===== src/rtl/alu_arbiter.sv =====
// Round-robin arbiter sharing one ALU between two requesters: grants a request,
// drives the ALU with a start pulse, waits LATENCY cycles and returns the result.
module alu_arbiter #(
  parameter int WIDTH   = 8,
  parameter int LATENCY = 1   // legal range 1..15
) (
  input  logic             clk,
  input  logic             reset,
  input  logic             req0,
  input  logic             req1,
  input  logic [3:0]       mode0,
  input  logic [3:0]       mode1,
  input  logic [WIDTH-1:0] a0,
  input  logic [WIDTH-1:0] b0,
  input  logic [WIDTH-1:0] a1,
  input  logic [WIDTH-1:0] b1,
  output logic             gnt0,
  output logic             gnt1,
  output logic             done0,
  output logic             done1,
  output logic [WIDTH-1:0] result,
  output logic             busy,
  output logic [3:0]       alu_mode,
  output logic [WIDTH-1:0] alu_a,
  output logic [WIDTH-1:0] alu_b,
  output logic             alu_start,
  input  logic [WIDTH-1:0] alu_result
);
  localparam int NUM_REQ = 2;
  localparam logic [3:0] CNT_LOAD = 4'(LATENCY - 1);

  typedef enum logic [1:0] {IDLE = 2'd0, WAIT = 2'd1, DONE = 2'd2} state_t;

  state_t state, state_nxt;

  logic [NUM_REQ-1:0]            req_v, win, fin, gnt_v, done_v;
  logic [NUM_REQ-1:0][3:0]       mode_v;
  logic [NUM_REQ-1:0][WIDTH-1:0] a_v, b_v;
  logic                          last_gnt, owner, win_idx, cnt_zero_q;
  logic [3:0]                    cnt;

  assign req_v   = {req1, req0};
  assign mode_v  = {mode1, mode0};
  assign a_v     = {a1, a0};
  assign b_v     = {b1, b0};
  assign win_idx = win[1];

  assign gnt0  = gnt_v[0];
  assign gnt1  = gnt_v[1];
  assign done0 = done_v[0];
  assign done1 = done_v[1];

  always_ff @(posedge clk) begin
    if (reset) state <= IDLE;
    else       state <= state_nxt;
  end

  always_comb begin
    state_nxt = state;
    win       = '0;
    fin       = '0;
    case (state)
      IDLE: begin
        if (|req_v) begin
          // on a tie the requester not granted last time wins
          if (&req_v) win = last_gnt ? 2'b01 : 2'b10;
          else        win = req_v;
          state_nxt = WAIT;
        end
      end
      WAIT: begin
        if (cnt_zero_q) begin
          fin[owner] = 1'b1;
          state_nxt  = DONE;
        end
      end
      DONE:    state_nxt = IDLE;
      default: state_nxt = IDLE;
    endcase
  end

  always_ff @(posedge clk) begin
    if (reset) begin
      gnt_v      <= '0;
      done_v     <= '0;
      alu_start  <= 1'b0;
      busy       <= 1'b0;
      alu_mode   <= '0;
      alu_a      <= '0;
      alu_b      <= '0;
      result     <= '0;
      cnt        <= '0;
      cnt_zero_q <= 1'b0;
      last_gnt   <= 1'b1;
      owner      <= 1'b0;
    end else begin
      gnt_v     <= win;
      done_v    <= fin;
      alu_start <= |win;
      if (|win) begin
        alu_mode <= mode_v[win_idx];
        alu_a    <= a_v[win_idx];
        alu_b    <= b_v[win_idx];
        last_gnt <= win_idx;
        owner    <= win_idx;
        cnt      <= CNT_LOAD;
        busy     <= 1'b1;
      end else if (state == WAIT && cnt != '0) begin
        cnt <= cnt - 4'd1;
      end
      // zero-detect is registered so the capture lands LATENCY cycles after start
      cnt_zero_q <= (state == WAIT) && (cnt == '0) && !cnt_zero_q;
      if (|fin) result <= alu_result;
      if (state == DONE) busy <= 1'b0;
    end
  end
endmodule

===== config.mk =====
export PLATFORM = sky130hd
export DESIGN_NAME = alu_arbiter
export DESIGN_NICKNAME = d
export VERILOG_FILES = /design/src/rtl/alu_arbiter.sv
export SDC_FILE = /design/constraint.sdc
export NUM_CORES = 1
export LEC_CHECK = 0
export ABC_CLOCK_PERIOD_IN_PS = 1800
export CORE_UTILIZATION = 27
export CTS_CLUSTER_SIZE = 10
export DETAILED_ROUTE_END_ITERATION = 7
export SLEW_MARGIN = 20
export SYNTH_ARGS = -nofsm -noshare
export SYNTH_HDL_FRONTEND = slang
export SYNTH_SLANG_ARGS = --single-unit

===== constraint.sdc =====
create_clock -name clk -period 1.8 [get_ports clk]
set_clock_uncertainty 0.05 [all_clocks]
set_input_delay 0.36 -clock clk [delete_from_list [all_inputs] [get_ports clk]]
set_output_delay 0.36 -clock clk [all_outputs]
set_load 0.005 [all_outputs]

==> impl_results.md <==
* Pwr/cell area at 817 nW/um2
* Status: finished, final reports clean
* Hold-fix buffer count after cts at 0
* Wirelength per Cell at 13.7 um
* Post-Syn Area at 1990 um2
* Tightest Pin Transition at 0.459 ns
* Clock network power share at 26.2%
* Cells after Synth at 215
* Placed cell area at 2990 um2
* Largest net degree at the start of global routing at 28
* Worst reg2reg startpoint: cnt[0]
* Die height at 87.8 um
* Clk_lat worst skew at 0.29 ns
* Final-report hold violation count at 0
* Number of flops mapped to enable cells by yosys at 0
* Initial antenna violation count at 0
* TNS Setup at 0 ns
* Gp weighted congestion at 0.726
* CTS HTree Levels at 2
* Worst setup path start: req1
* Rel. slew slack at 69.3%
* Critical path cell sequence: clkdlybuf4s50_1 -> or3b_1 -> or2_4 -> o221ai_1
* Post-cts resize count at 0
* Final-stage net count at 353
* Multi-input gate area at 932 um2
* Max-slew violation count at 0
* Hold Crit Depth at 1
* Stages on the worst setup path at 4
* # Max-Cap Violations at 0
* DR vias/cell at 4.84
* Unique masters post-synth at 35
* P_leak at 1.07 nW
* Crit path time final at 1.70 ns
* DRC errors left at 0
* Gate power share at 30.2%
* CTS sink cnt at 43
* Root buffer cell: clkbuf_8
* Worst IR Drop VDD at 0.282 mV
* Diode count at 0
* Max Root-Sink Buffers at 2
* Sequential area share after synthesis at 43.3%
* Worst EP arrival at 1.86 ns
* Post-route cell area at 3090 um2
* Dpl hpwl at 3.89 mm
* Layout area overhead at 55.5%
* Achievable Freq at 0.590 GHz
* Area of the die at 7720 um2
* Synth top area share at 43.3%
* Number of cells on the worst reg-to-reg path at 5
* Post-route non-filler standard cell count at 397
* RSZ-0062 raised after global routing: false
* Post CTS Setup Buffer Count at 0
* CP Class: in2reg
* Worst path bufs/invs at 1
* I/O Pins at 86
* Most numerous cell in the Yosys netlist: dfxtp_1
* Yosys reg bits at 43
* Fillers at 700
* Switching portion of total power at 28.4%
* CP peak stage delay at 0.48 ns
* Sequential Power Share at 43.6%
* First-pass GRT wire length at 8.66 mm
* Final core occ at 44.6%
* Row cnt at 30
* Vias in the first global route at 1901
* Post-synthesis average cell area at 9.25 um2
* Initial cell density of the core at 28.6%
* Die width at 87.8 um
* Yosys warning count at 0
* Core box area at 6940 um2
* Share of post-route cells with drive strength above 1 at 15.0%
* Post-route ant nets at 0
* Synth top area cells: dfxtp_1, o221ai_2, o2111ai_1
* Slowest CP cell: clkdlybuf4s50_1
* Crit path launch type: input pin
* Hold_sp: owner
* Worst Path Required at 1.96 ns
* Synth async-reset ratio at 0%
* Switching power at 0.717 mW
* Routed vias at 1923
* HP Class: reg2reg
* Fin Hold WS at 0.374 ns
* Placed instance count at 389
* Mapped Nets at 268
* Clk slew on worst S/H paths at 0.08 ns
* Initial DRC count at 49
* Total iterations of the first detailed-routing run at 4
* Largest area contributor in the netlist: dfxtp_1
* Total CTS buffers at 5
* Worst Setup End Kind: register
* Main flop type after synthesis: dfxtp_1
* Final cycle utilization of the critical path at 94.2%
* Commonest cells in the synthesized netlist: dfxtp_1, nand3_1, inv_1
* GRT Resource Usage Total at 14.4%
* Gr ovfl total at 0
* FF+latch area at 861 um2
* Final setup viols at 0
* Number of I/O port buffers at 85
* Critical-path maximum fanout at 22
* CTS tree: yes
* Pint at 1.81 mW
* Routed WL at 5.44 mm
* CP delay by family, top: simple AND/OR/NAND/NOR gates
## power by group through the flow
stage	clock network (mW)	registers (mW)	logic, mW
2_1_floorplan	0	1.13	0.355
3_3_place_gp	0	1.13	0.762
3_5_place_dp	0	1.13	0.768
4_1_cts	0.680	1.11	0.773
5_1_grt	0.704	1.12	0.826
6_report	0.662	1.10	0.762
## placed cells by master (no fill, tap or decap), types with 3 or more instances in the layout
cell,netlist,layout
o2111ai_1,20,20
a21oi_1,13,13
clkdlybuf4s50_1,0,85
o221ai_2,18,18
nor2_1,4,4
a21o_1,3,3
nand2_1,9,9
buf_4,0,15
nand3_1,29,29
dfxtp_1,43,43
clkbuf_8,0,7
inv_1,26,26
## metrics by stage
| stage | power (mW) | setup slack, ns |
|---|---|---|
| final | 2.53 | 0.105 |
| after global placement | 1.89 | -0.178 |
| after global routing | 2.65 | 0.00977 |
| after floorplan | 1.48 | 0.211 |
| after CTS | 2.56 | 0.0791 |
| after detailed placement | 1.89 | -0.221 |
## final timing paths
check / slack [ns] / end
worst min-delay path: 0.37 / done_v[0]
worst max-delay path: 0.10 / alu_a[3]
worst min register to register: 0.37 / done_v[0]
worst max register to register: 0.20 / cnt[3]
## layout make-up
cell class	count	share of cell area [%]
multi-input combinational	123	30.1
clock buffer	8	3.23
sequential	43	27.8
timing repair buffer	101	31.8
inverter	26	3.15
tap	96	3.88
## worst register-to-register path, delay by kind of cell (launching register included)
kind | cells | cell delay, ns
simple gates | 2 | 0.71
fa+ha+maj | 1 | 0.23
flops | 1 | 0.33
compound gates | 1 | 0.14
buf+inv | 1 | 0.07
## registers in the layout, indices dropped and copies added, names as in the netlist, 2 cells and up
name	flops
alu_a	8
alu_b	8
alu_mode	4
cnt	4
done_v	2
gnt_v	2
result	8
state	2
## cells by family after synthesis
family | share of synthesized area, %
compound gates | 29.7
simple gates | 16.2
buf+inv | 10.2
flops | 43.3
fa+ha+maj | 0.629
## per-layer routing
layer / GRT usage, % / part of all wire (%) / up-vias
met2: 24.3 / 48 / 61
li1: - / - / 963
met3: 3.20 / 5.6 / 5
met5: 0 / 0 / -
met4: 3.58 / 0.72 / 0
met1: 18.5 / 45 / 894
Power figures use the tool's default switching activity.
